`config.mk`:
```
export PLATFORM = sky130hd
export DESIGN_NAME = calc_result_formatter
export DESIGN_NICKNAME = d
export VERILOG_FILES = /design/src/rtl/calc_pkg.sv /design/src/rtl/bin2bcd_seq.sv /design/src/rtl/calc_result_formatter.sv
export SDC_FILE = /design/constraint.sdc
export NUM_CORES = 1
export LEC_CHECK = 0
export BUFFER_PORTS_ARGS = -buffer_cell sky130_fd_sc_hd__buf_2
export CORE_MARGIN = 1.5
export CORE_UTILIZATION = 45
export CTS_BUF_LIST = sky130_fd_sc_hd__clkbuf_8
export DETAILED_ROUTE_END_ITERATION = 6
export GPL_ROUTABILITY_DRIVEN = 0
export PLACE_DENSITY = 0.62
export SLEW_MARGIN = 25
export SYNTH_ARGS = -nofsm -noshare
export SYNTH_HDL_FRONTEND = slang
export SYNTH_SLANG_ARGS = --single-unit
```
`constraint.sdc`:
```
create_clock -name clk -period 2.73 [get_ports clk]
set_input_delay 0.546 -clock clk [delete_from_list [all_inputs] [get_ports clk]]
set_output_delay 0.546 -clock clk [all_outputs]
set_load 0.005 [all_outputs]
```
`src/rtl/calc_pkg.sv`:
```
// Shared calculator definitions: opcodes, ASCII constants, formatter states and
// the leading-digit helper used by the result formatter.
package calc_pkg;

    localparam int CALC_RES_W = 8;

    localparam logic [2:0] OP_ADD = 3'b000;
    localparam logic [2:0] OP_SUB = 3'b001;
    localparam logic [2:0] OP_MUL = 3'b010;
    localparam logic [2:0] OP_DIV = 3'b011;

    localparam logic [7:0] CH_MINUS = 8'h2D;
    localparam logic [7:0] CH_ZERO  = 8'h30;
    localparam logic [7:0] CH_E     = 8'h45;
    localparam logic [7:0] CH_R     = 8'h52;
    localparam logic [7:0] CH_LF    = 8'h0A;

    typedef enum logic [2:0] {
        ST_IDLE,
        ST_CONV,
        ST_SIGN,
        ST_DIGIT,
        ST_ERR,
        ST_TAIL
    } fmt_state_t;

    // Index of the most significant printed digit (2 = hundreds), so leading
    // zeros are skipped without spending cycles on them.
    function automatic logic [1:0] first_digit(input logic [CALC_RES_W-1:0] v);
        if (v >= CALC_RES_W'(100))
            return 2'd2;
        else if (v >= CALC_RES_W'(10))
            return 2'd1;
        else
            return 2'd0;
    endfunction

endpackage

```
`src/rtl/bin2bcd_seq.sv`:
```
// Sequential double-dabble converter: one input bit per cycle, DATA_W cycles
// after the start pulse, producing three BCD digits.
module bin2bcd_seq #(
    parameter int DATA_W = 8
) (
    input  logic              clk,
    input  logic              rst_n,
    input  logic              start,
    input  logic [DATA_W-1:0] value,
    output logic [2:0][3:0]   bcd,
    output logic              done
);

    localparam int CW = $clog2(DATA_W + 1);

    logic [DATA_W-1:0] shreg;
    logic [11:0]       acc;
    logic [CW-1:0]     cnt;
    logic [10:0]       adj;

    function automatic logic [3:0] fix(input logic [3:0] d);
        return (d >= 4'd5) ? d + 4'd3 : d;
    endfunction

    // The hundreds digit stays below 5 for inputs of at most 8 bits, so only
    // the lower two digits ever need the +3 correction.
    assign adj  = {acc[10:8], fix(acc[7:4]), fix(acc[3:0])};
    assign bcd  = acc;
    assign done = (cnt == CW'(1));

    // NOTE: state registers use non-blocking assignments so every flop samples
    // pre-edge values regardless of statement order.
    always_ff @(posedge clk or negedge rst_n) begin
        if (!rst_n) begin
            shreg <= '0;
            acc   <= '0;
            cnt   <= '0;
        end else if (start) begin
            shreg <= value;
            acc   <= '0;
            cnt   <= CW'(DATA_W);
        end else if (cnt != '0) begin
            shreg <= shreg << 1;
            acc   <= {adj, shreg[DATA_W-1]};
            cnt   <= cnt - CW'(1);
        end
    end

endmodule

```
`src/rtl/calc_result_formatter.sv`:
```
// Turns one calculator record into an ASCII character stream on valid/ready.
// Define CALC_FMT_NEWLINE_EN to append a line feed to every record.
module calc_result_formatter
    import calc_pkg::*;
#(
    parameter int DATA_W = CALC_RES_W
) (
    input  logic              clk,
    input  logic              rst_n,
    input  logic              in_valid,
    output logic              in_ready,
    input  logic [DATA_W-1:0] result,
    input  logic              neg,
    input  logic              div_zero,
    output logic              out_valid,
    input  logic              out_ready,
    output logic [7:0]        out_char,
    output logic              out_last
);

`ifdef CALC_FMT_NEWLINE_EN
    localparam fmt_state_t END_ST    = ST_TAIL;
    localparam logic       LAST_BODY = 1'b0;
`else
    localparam fmt_state_t END_ST    = ST_IDLE;
    localparam logic       LAST_BODY = 1'b1;
`endif

    fmt_state_t     state, state_n;
    logic           neg_q, nz_q;
    logic [1:0]     pos;
    logic           pos_dec;
    logic           accept;
    logic           conv_done;
    logic [2:0][3:0] bcd;
    logic [3:0]     digit;

    bin2bcd_seq #(.DATA_W(DATA_W)) u_bcd (
        .clk   (clk),
        .rst_n (rst_n),
        .start (accept && !div_zero),
        .value (result),
        .bcd   (bcd),
        .done  (conv_done)
    );

    // pos walks down to 0: digit index in DIGIT, character index in ERR.
    always_ff @(posedge clk or negedge rst_n) begin
        if (!rst_n) begin
            state <= ST_IDLE;
            neg_q <= 1'b0;
            nz_q  <= 1'b0;
            pos   <= '0;
        end else begin
            state <= state_n;
            if (accept) begin
                neg_q <= neg;
                nz_q  <= |result;
                pos   <= div_zero ? 2'd2 : first_digit(CALC_RES_W'(result));
            end else if (pos_dec) begin
                pos <= pos - 2'd1;
            end
        end
    end

    always_comb begin
        case (pos)
            2'd2:    digit = bcd[2];
            2'd1:    digit = bcd[1];
            default: digit = bcd[0];
        endcase
    end

    // NOTE: every output of this block gets a default first so no path can
    // leave one unassigned and infer a latch.
    always_comb begin
        state_n   = state;
        in_ready  = 1'b0;
        out_valid = 1'b0;
        out_char  = 8'h00;
        out_last  = 1'b0;
        pos_dec   = 1'b0;
        accept    = 1'b0;
        case (state)
            ST_IDLE: begin
                in_ready = 1'b1;
                if (in_valid) begin
                    accept  = 1'b1;
                    state_n = div_zero ? ST_ERR : ST_CONV;
                end
            end
            ST_CONV: begin
                if (conv_done)
                    state_n = (neg_q && nz_q) ? ST_SIGN : ST_DIGIT;
            end
            ST_SIGN: begin
                out_valid = 1'b1;
                out_char  = CH_MINUS;
                if (out_ready)
                    state_n = ST_DIGIT;
            end
            ST_DIGIT, ST_ERR: begin
                out_valid = 1'b1;
                out_last  = LAST_BODY && (pos == 2'd0);
                if (state == ST_ERR)
                    out_char = (pos == 2'd2) ? CH_E : CH_R;
                else
                    out_char = CH_ZERO | {4'h0, digit};
                if (out_ready) begin
                    if (pos == 2'd0)
                        state_n = END_ST;
                    else
                        pos_dec = 1'b1;
                end
            end
`ifdef CALC_FMT_NEWLINE_EN
            ST_TAIL: begin
                out_valid = 1'b1;
                out_char  = CH_LF;
                out_last  = 1'b1;
                if (out_ready)
                    state_n = ST_IDLE;
            end
`endif
            default: state_n = ST_IDLE;
        endcase
    end

endmodule

```
Word-level counts from Yosys, hierarchy flattened
Index checks and enable logic that the tools add are counted.
{"block": "classes", "addsub": 4, "n_mul": 0, "n_div": 0, "order_cmp": 4, "eq_ne": 12, "shift": 0, "n_mux": 33, "bitwise": 0, "n_reduce_logical": 12}
{"op": "12-bit 2-to-1 mux", "n": 2}
{"op": "3-bit 2-to-1 mux", "n": 6}
{"op": "4-bit 2-to-1 mux", "n": 4}
{"op": "8-bit 2-to-1 mux", "n": 2}
{"op": "7-bit case mux with 2 select lines", "n": 1}
{"op": "3-bit case mux with 4 select lines", "n": 1}
{"op": "1-bit 2-to-1 mux", "n": 10}
{"op": "2-bit inequality test (second input constant)", "n": 5}
{"op": "4-bit by 2-bit adder with 4-bit output (second input constant)", "n": 2}
{"op": "4-bit by 3-bit >= comparator with 1-bit output (second input constant)", "n": 2}
{"op": "8-bit by 4-bit >= comparator with 1-bit output (second input constant)", "n": 1}
{"op": "8-bit by 7-bit >= comparator with 1-bit output (second input constant)", "n": 1}
{"op": "2-bit 2-to-1 mux", "n": 4}
{"op": "4-bit case mux with 2 select lines", "n": 1}
{"op": "8-bit OR reduction", "n": 1}
{"op": "7-bit 2-to-1 mux", "n": 1}
{"op": "3-bit by 2-bit == test with 1-bit output (second input constant)", "n": 2}
{"op": "5-bit 2-to-1 mux", "n": 1}
{"op": "5-bit AND reduction", "n": 1}
{"op": "4-bit by 1-bit == test with 1-bit output (second input constant)", "n": 1}
{"op": "2-bit nonzero test", "n": 2}
{"op": "4-bit nonzero test", "n": 1}
{"op": "4-bit by 1-bit subtractor with 4-bit output (second input constant)", "n": 1}
{"op": "3-bit by 1-bit == test with 1-bit output (second input constant)", "n": 1}
{"op": "10 further kinds", "n": 11}
{"block": "word_totals", "reg_bits": 31, "latch_bits": 0, "ramBits": 0, "rom_bits": 0, "in_bits": 14, "out_inout_bits": 11, "wordCells": 72, "n_memories": 0}

Longest topological paths before layout
Gate-level depths: netlist (run 1).
{"block": "logic_depth", "depth_word": 6, "depth_mapped": 8, "depth_no_buf": 7}

Modules after synthesis
Synthesis (run 1) repeated with hierarchy kept, for this count alone.
{"block": "hier_totals", "hier_cells": 223, "hier_area_um2": 2015.7}
{"mod": "bin2bcd_seq", "n_inst": 1, "cells_each": 139, "area_per_inst_um2": 1322.5, "seq_area_each_um2": 600.6}
{"mod": "calc_result_formatter", "n_inst": 1, "cells_each": 84, "area_per_inst_um2": 693.2, "seq_area_each_um2": 175.2}

Worst setup path before layout (run 1)
No wires, ideal clock.
{"block": "synth_timing", "path_kind": "reg-to-output", "from": "register pos[0]", "to": "output out_char[0]", "t_arrival_ps": 1268, "required_time_ps": 2184, "setup_slack_ps": 916, "stages_incl_launch_ff": 9, "n_path_buf": 1, "cell_sequence": "dfrtp_1 > inv_1 > ha_1 > clkbuf_1 > a22oi_1 > nand2_1 > o21ai_0 > a21oi_1 > a21o_1"}
{"block": "synth_via", "elab_chain_cells": 4, "elab_cells_between_ends": 6, "classes_between": "eq/ne: 2; mux: 4"}
{"element": "start: declaration", "line": "calc_result_formatter.sv:31", "rtl": "logic [1:0] pos;"}
{"element": "start signal: assignment", "line": "calc_result_formatter.sv:59", "rtl": "pos <= div_zero ? 2'd2 : first_digit(CALC_RES_W'(result));"}
{"element": "start signal: assignment", "line": "calc_result_formatter.sv:61", "rtl": "pos <= pos - 2'd1;"}
{"element": "2-bit by 1-bit == test with 1-bit output or 2-bit == test (tied branches)", "line": "calc_result_formatter.sv:67, calc_result_formatter.sv:106"}
{"element": "4-bit case mux with 2 select lines or 5-bit 2-to-1 mux (tied branches)", "line": "calc_result_formatter.sv:67, calc_result_formatter.sv:106"}
{"element": "7-bit 2-to-1 mux *", "line": "calc_result_formatter.sv:105", "rtl": "if (state == ST_ERR)"}
{"element": "7-bit case mux with 2 select lines *", "line": "calc_result_formatter.sv:84", "rtl": "case (state)"}
{"element": "end: declaration", "line": "calc_result_formatter.sv:17", "rtl": "output logic [7:0] out_char,"}
Every way passes the cells marked *; elsewhere a longest branch is shown, timed or not.

Worst setup path in the final report (run 1)
{"block": "layout_timing", "from": "register pos[0]", "to": "output out_char[2]"}
The elaborated chain is that of the path after synthesis.

==> results of run 1 <==
## logic make-up (layout without fill, tap and decap cells)
group | count (synthesis) | after routing | synth area share [%]
other | 1 | 1 | 0.199
buffers and inverters | 27 | 47 | 6.52
XOR/XNOR | 5 | 5 | 2.33
flip-flops | 31 | 31 | 41.3
multiplexers | 4 | 4 | 2.20
AO/OA/AOI/OAI | 60 | 60 | 19.4
AND/OR/NAND/NOR | 88 | 88 | 21.5
adder cells (fa/ha/maj) | 10 | 10 | 6.65
## routing by layer
layer / GRT usage, % / vias to the layer above / part of all wire, %
met5: 0 / - / 0
met4: 5.36 / 0 / 1.2
met3: 5.00 / 6 / 5.2
met2: 30.1 / 35 / 44
met1: 26.9 / 718 / 49
li1: - / 807 / -
## sequential cells by signal, summed over array words and instances (netlist names)
signal,cells
u_bcd.cnt,4
neg_q,1
u_bcd.bcd,12
nz_q,1
pos,2
state,3
u_bcd.shreg,8
## power by group
part / total (mW) / switching [mW] / internal, mW
combinational: 1.23 / 0.681 / 0.548
clock: 0.337 / 0.166 / 0.171
sequential: 0.888 / 0.220 / 0.668
## layout make-up
class | count | area (um^2)
clock buffer | 5 | 68.8
clock inverter | 3 | 12.5
fill | 397 | 1920
inverter | 14 | 52.6
multi-input combinational | 168 | 982
sequential | 31 | 776
tap | 50 | 62.6
timing repair buffer | 25 | 130
## metrics by stage
stage,instances,area [um^2]
4_1_cts,296,2080
6_report,296,2080
5_1_grt,296,2080
3_5_place_dp,288,2000
2_1_floorplan,226,1880
3_3_place_gp,288,2000
## path summary, 6_finish.rpt
kind	cells after the start	start	slack, ns	end
worst max-delay path	8	pos[0]$_DFFE_PN0P_	0.46	out_char[2]
worst min-delay path	1	rst_n	0.30	u_bcd.bcd[3]$_DFFE_PN0P_
worst max register to register	5	state[0]$_DFFE_PN0P_	0.91	pos[1]$_DFFE_PN0P_
worst min register to register	2	neg_q$_DFFE_PN0N_	0.49	neg_q$_DFFE_PN0N_
max in group asynchronous	1	rst_n	1.98	u_bcd.shreg[7]$_DFFE_PN0P_
min in group clk	3	neg	0.46	neg_q$_DFFE_PN0N_
## synth_stat cells (2+ instances only)
| library cell | n |
|---|---|
| a211oi_1 | 5 |
| a21o_1 | 2 |
| a21oi_1 | 17 |
| a22oi_1 | 5 |
| a31oi_1 | 8 |
| a32oi_1 | 2 |
| buf_2 | 2 |
| buf_4 | 3 |
| clkbuf_1 | 7 |
| dfrtp_1 | 31 |
| ha_1 | 10 |
| inv_1 | 14 |
| mux2i_1 | 3 |
| nand2_1 | 48 |
| nand2b_1 | 2 |
| nand3_1 | 4 |
| nor2_1 | 19 |
| nor2b_1 | 2 |
| nor3_1 | 4 |
| nor3b_1 | 2 |
| nor4_1 | 2 |
| o21ai_0 | 18 |
| xnor2_1 | 5 |
==> flow_summary.toml, run 1 <==
[synth]
syn_area_mm2 = 0.00188
yosys_warnings = 0
ys.flop_type = "dfrtp_1"
synthCells = 226
synth-seq-cells = 31
post_synth.cell_area_avg_um2 = 8.32
yosysSeqAreaShare_pct = 41.3
synth_edf_count = 0
synth_nets = 250
synth.area.top_cells = "dfrtp_1 (41%), nand2_1 (9.6%), ha_1 (6.7%)"
async_flop_share_pct = 100
synth_top_area_cell = "dfrtp_1"
synth_top_area_share_pct = 41.3
synth_cell_types = 34

[worst_hold_path]
hold_path_class = "primary input to async pin"

[clock_network]
clock-root-buffer = "clkbuf_8"
cts_tree = "done"
clkTransAtPathRegs_ns = 0.07
cts_buffers = 5
cts.sinks = 31
postCtsSetupBuffers = 0
cts_htree_levels = 2
cts-resized-gates = 0
clkLatencyLatePin_ns = 0.28
hold_buffers = 0
clock_path_buffers = 2

[power_and_ir_drop]
power_leakage_nw = 1.01
total_power_mw = 2.45
p_per_area_mw_per_mm2 = 1180
vdd_drop_max_mv = 0.470

[cells_and_area]
area_delta_synth_final_pct = 10.8
mostFrequentLayoutCell = "nand2_1"
mostFrequentLayoutCells = "nand2_1 (48), dfrtp_1 (31), buf_2 (23)"
n_antenna_cell = 0
layout-drive-gt1-share_pct = 14.6
finish.utilization_pct = 52.1
nets = 269

[status]
status = "complete, no violations"

[run]
drv_cap = 0

[placement]
placement.io_buffers = 23
dp_slack_ns = 0.785
dp_hpwl_um = 2820

[timing]
finalHoldViolCount = 0
min_period_ns = 2.27
setup_viol = 0
fin_skew_ns = 0.00663
fin_ws_ns = 0.456
slew_headroom_pct = 53.3
tightest_slew_ns = 0.699
holdWs_ns = 0.297
drv_slew = 0
min_period_over_period_pct = 83.3
rsz0062_at_grt = "no"
fmax_mhz = 440
fin_tns_setup_ns = 0

[drt]
vias = 1566
drc = 0
first_iter_violations = 76
drt_pass1_iterations = 4
drtAntennaViolNets = 0
wire_per_inst_um = 13.3
via_per_inst = 5.29
wl_um = 3940

[setup_path]
critPathCaptureType = "primary output"
cp.arrival_ns = 1.73
critPathMaxFanout = 8
crit_type = "flop to primary output"
cp_num_buf_inv = 2
worst_path_largest_cell_delay_ns = 0.38
crit_path_top_delay_cell = "dfrtp_1"
start_kind = "flop"
required_ns = 2.18
crit_chain = "inv_1 > ha_1 > a22oi_1 > nand2_1 > o21ai_0 > a21oi_1 > a21o_1 > buf_2"
crit_family = "compound AO/OA/AOI/OAI gates"

[global_route]
overflow = 0
grt_max_degree = 32
grt_first_pass_wirelength_um = 6670
antenna_found_initial = 0
first_global_vias = 1468
track_usage_pct = 19.5

[die]
coreArea_mm2 = 0.00400
die_y_um = 67.6
initial_core_util_pct = 47.0
fp.dieW_um = 67.6
die-area_mm2 = 0.00458
rows = 23
io_pins = 25
(Power assumes the default switching activity.)
==> run 2: changes to the inputs <==
PLACE_DENSITY = 0.64   (was 0.62)
clock period = 1.95 ns   (was 2.73 ns; I/O delays follow)
==> flow_summary.toml, run 2 (synthesized netlist as in run 1, its figures left out) <==
[status]
status = "finished, violations left"
violations = "setup timing"

[cells_and_area]
layout-drive-gt1-share_pct = 20.8
mostFrequentLayoutCell = "nand2_1"
nets = 275
n_antenna_cell = 0
mostFrequentLayoutCells = "nand2_1 (48), dfrtp_1 (29), buf_2 (23)"
largest_reg_flops = 12
area_delta_synth_final_pct = 15.8
design_area_mm2 = 0.00218
fillers = 366

[clock_network]
cts_buffers = 5
cts_htree_levels = 2
clock-root-buffer = "clkbuf_8"
cts.sinks = 31
clkLatencyLatePin_ns = 0.28
clock_path_buffers = 2
cts_tree = "done"
clkTransAtPathRegs_ns = 0.06

[setup_path]
crit_family = "compound AO/OA/AOI/OAI gates"
r2r_start = "u_bcd.cnt[1]$_DFFE_PN0P_"
cp.arrival_ns = 1.62
worst_path_largest_cell_delay_ns = 0.42
critPathLaunch = "pos[1]$_DFFE_PN0P_"
required_ns = 1.56
critPathMaxFanout = 4
crit_path_top_delay_cell = "dfrtp_1"
crit_chain = "inv_2 > ha_4 > a22oi_2 > nand2_1 > o21ai_1 > a21oi_1 > a21o_1 > buf_2"
start_kind = "flop"
critPathCaptureType = "primary output"
cp_num_buf_inv = 2
crit_type = "flop to primary output"

[placement]
placement.io_buffers = 23
dp_hpwl_um = 2830
dp_slack_ns = 0.158
postPlaceCellArea_mm2 = 0.00203

[die]
io_pins = 25
rows = 23
initial_core_util_pct = 47.0
coreArea_mm2 = 0.00400
fp.dieW_um = 67.6
die_y_um = 67.6
die-area_mm2 = 0.00458

[power_and_ir_drop]
power.internal_mw = 2.07
p_per_area_mw_per_mm2 = 1670
p_clk_share_pct = 12.5
vdd_drop_max_mv = 0.511
total_power_mw = 3.63
power_switching_mw = 1.56
pwr-share-comb_pct = 53.3
swShare_pct = 42.9
seqPwrFrac_pct = 34.2
power_leakage_nw = 1.03

[timing]
min_period_over_period_pct = 103
holdWs_ns = 0.145
slew_headroom_pct = 55.0
fin_ws_ns = -0.0589
fin_skew_ns = 0.00446
rsz0062_at_grt = "yes"
finalHoldViolCount = 0
fmax_mhz = 498
tightest_slew_ns = 0.675
setup_viol = 2
min_period_ns = 2.01
drv_slew = 0
fin_tns_setup_ns = -0.0879

[drt]
via_per_inst = 5.28
drtAntennaViolNets = 0
first_iter_violations = 145
vias = 1583
drt_pass1_iterations = 4
drc = 0
wl_um = 3950
wire_per_inst_um = 13.2

[global_route]
grt_max_degree = 32
grt_first_pass_wirelength_um = 6530
track_usage_pct = 19.5
first_global_vias = 1403
overflow = 0
antenna_found_initial = 0

[worst_hold_path]
hold_path_class = "primary input to async pin"

[run]
drv_cap = 0
[run 2: changes by cell type in the layout (fill, tap and decap cells not counted), sizes merged]
cell,before,now
buf,25,31
inv,16,15
clkinv,1,0
[run 2: through the flow]
stage	util, %	cells
CTS	53.9	298
floorplan	-	226
detailed placement	50.8	292
finish	54.4	300
global placement	50.8	292
global route	54.4	300
[run 2: worst paths after layout]
path / cells past startpoint / end / slack (ns)
max: 8 / out_char[0] / -0.06
min: 1 / u_bcd.bcd[6]$_DFFE_PN0P_ / 0.14
max reg2reg: 7 / state[1]$_DFFE_PN0P_ / 0.17
min reg2reg: 2 / neg_q$_DFFE_PN0N_ / 0.49
max in group asynchronous: 1 / state[2]$_DFFE_PN0P_ / 1.33
min in group clk: 3 / neg_q$_DFFE_PN0N_ / 0.30
[run 2: power by group through the flow]
stage               sequential, mW  combinational (mW)  clock [mW]
global placement              1.23                1.75           0
global route                  1.27                2.24       0.487
CTS                           1.24                1.91       0.466
finish                        1.24                1.94       0.452
detailed placement            1.23                1.79           0
floorplan                     1.12                1.46           0
[run 2: layer usage]
metal / vias to the layer above / share of wire (%) / global-route usage (%)
met4: 0 / 1.5 / 7.65
met2: 27 / 44 / 29.4
li1: 817 / - / -
met1: 735 / 51 / 26.9
met5: - / 0 / 0
met3: 4 / 3.1 / 4.50
[run 2: what timing repair did]
item / CTS / global route
gates cloned: 0 / 0
endpoints found under the setup margin: 6 / 6
pin swaps: 7 / 3
hold buffers: 0 / 0
gates resized for setup: 14 / 2
buffers inserted: 0 / 2
[run 2: final cells by class]
cell class              count  area [um^2]  share of cell area [%]
clock buffers               5         68.8                    3.16
flip-flops and latches     31          778                    35.7
repair buffers             31          175                    8.05
clock inverters             1         3.75                   0.172
multi-input cells         168         1040                    47.6
well taps                  50         62.6                    2.87
inverters                  14         52.6                    2.41
[run 2: worst reg2reg max path, stage by stage, from the launching register on]
cell and delay [ns]:
dfrtp_1 0.39, inv_1 0.10, ha_1 0.14, or3b_1 0.37
a32oi_1 0.23, o221ai_2 0.16, o21ai_0 0.17, o21ai_0 0.11
==> run 3: changes to the inputs <==
CORE_UTILIZATION = 35   (was 45)
PLACE_DENSITY = 0.52   (was 0.64)
==> flow_summary.toml, run 3 (synthesized netlist as in run 1, its figures left out) <==
[status]
status = "finished, violations left"
violations = "setup timing"

[cells_and_area]
multi_input_area_mm2 = 0.00106
layout-drive-gt1-share_pct = 24.2
mostFrequentLayoutCells = "nand2_1 (48), dfrtp_1 (29), buf_2 (23)"
area_delta_synth_final_pct = 22.3
fin_cells = 326
n_antenna_cell = 0
largest_reg_flops = 12
design_area_mm2 = 0.00230
fillers = 549
register_area_um2 = 778
mostFrequentLayoutCell = "nand2_1"
nets = 279

[drt]
drt_pass1_iterations = 4
vias = 1627
drc = 0
drtAntennaViolNets = 0
wire_per_inst_um = 12.8
via_per_inst = 4.99
wl_um = 4170
first_iter_violations = 44

[clock_network]
clkLatencyLatePin_ns = 0.28
cts_tree = "done"
hold_buffers = 0
clock_path_buffers = 2
clkTransAtPathRegs_ns = 0.07
cts_htree_levels = 2
clock-root-buffer = "clkbuf_8"
cts.sinks = 31
cts_buffers = 5

[timing]
fin_ws_ns = -0.0673
fin_tns_setup_ns = -0.131
min_period_ns = 2.02
slew_headroom_pct = 53.7
min_period_over_period_pct = 103
rsz0062_at_grt = "yes"
drv_slew = 0
fin_skew_ns = 0.00706
fmax_mhz = 496
setup_viol = 2
finalHoldViolCount = 0
tightest_slew_ns = 0.694

[global_route]
first_global_vias = 1569
overflow = 0
busiest_layer = "met2"
grt_max_degree = 32
antenna_found_initial = 0
grtUsageMet1_pct = 21.1
use_met2_pct = 23.2
grt_first_pass_wirelength_um = 7310
track_usage_pct = 15.6
met3_usage_pct = 4.67

[setup_path]
critPathCaptureType = "primary output"
crit_type = "flop to primary output"
start_kind = "flop"
rr_endpoint = "state[0]$_DFFE_PN0P_"
critPathMaxFanout = 4
ff2ff_path_depth = 7
required_ns = 1.56
rrSetupSlack_ns = 0.09
cp.arrival_ns = 1.63
r2r_start = "u_bcd.cnt[1]$_DFFE_PN0P_"
crit_path_top_delay_cell = "dfrtp_1"
worst_path_largest_cell_delay_ns = 0.43
crit_chain = "inv_2 > ha_4 > a22oi_2 > nand2_1 > o21ai_1 > a21oi_1 > a21o_1 > buf_2"

[die]
io_pins = 25
coreArea_mm2 = 0.00514
initial_core_util_pct = 36.6
die-area_mm2 = 0.00582
fp.dieW_um = 76.3
rows = 26
die_y_um = 76.3

[power_and_ir_drop]
power_leakage_nw = 1.07
p_per_area_mw_per_mm2 = 1720
vdd_drop_max_mv = 0.594

[placement]
dp_hpwl_um = 2990
placement.io_buffers = 23
postPlaceCellArea_mm2 = 0.00210
dp_cells = 317

[worst_hold_path]
hold_path_class = "primary input to async pin"

[run]
drv_cap = 0
run 3: routing by layer:
metal	vias up	wire length, um
met5	-	0
met4	0	66
met3	7	168
met2	40	1930
met1	754	2010
li1	826	-
run 3: worst max-delay path by stage:
| stage | startpoint | end | cells after the start |
|---|---|---|---|
| 2_1_floorplan | pos[0]$_DFFE_PN0P_ | out_char[0] | 8 |
| 4_1_cts | pos[1]$_DFFE_PN0P_ | out_char[2] | 8 |
| 6_report | pos[1]$_DFFE_PN0P_ | out_char[0] | 8 |
| 5_1_grt | pos[1]$_DFFE_PN0P_ | out_char[0] | 8 |
| 3_3_place_gp | pos[0]$_DFFE_PN0P_ | out_char[0] | 6 |
| 3_5_place_dp | u_bcd.cnt[1]$_DFFE_PN0P_ | state[1]$_DFFE_PN0P_ | 7 |
run 3: cell type report:
type	instances	share of cell area (%)
multi-input combinational	168	45.9
tap	70	3.81
sequential	31	33.8
timing repair buffer	35	8.92
clock buffer	6	3.59
inverter	14	2.39
clock inverter	2	1.52
run 3: repair_timing:
action                                  CTS  global route
setup buffers                             0             1
pin swaps                                 6             0
endpoints found under the setup margin    5             8
gates resized for setup                  13             9
run 3: stage by stage:
step	setup WS (ns)	hold slack (ns)	power, mW	utilization [%]
2_1_floorplan	0.292	0.0944	2.58	-
3_5_place_dp	0.128	0.466	3.08	40.8
6_report	-0.0673	0.147	3.95	44.7
4_1_cts	-0.0605	0.183	3.89	44.0
5_1_grt	-0.151	0.213	4.33	44.7
3_3_place_gp	0.171	0.467	3.06	40.8
run 3: report_power, final:
group	switching [mW]	internal, mW
logic	1.07	0.976
registers	0.313	0.939
clock network	0.246	0.413
run 3: worst max-delay path, delay by kind of cell (launching register included):
family	cells	cell delay, ns
AND/OR/NAND/NOR	1	0.06
buffers and inverters	2	0.21
flip-flops	1	0.43
adder cells (fa/ha/maj)	1	0.18
AO/OA/AOI/OAI	4	0.46
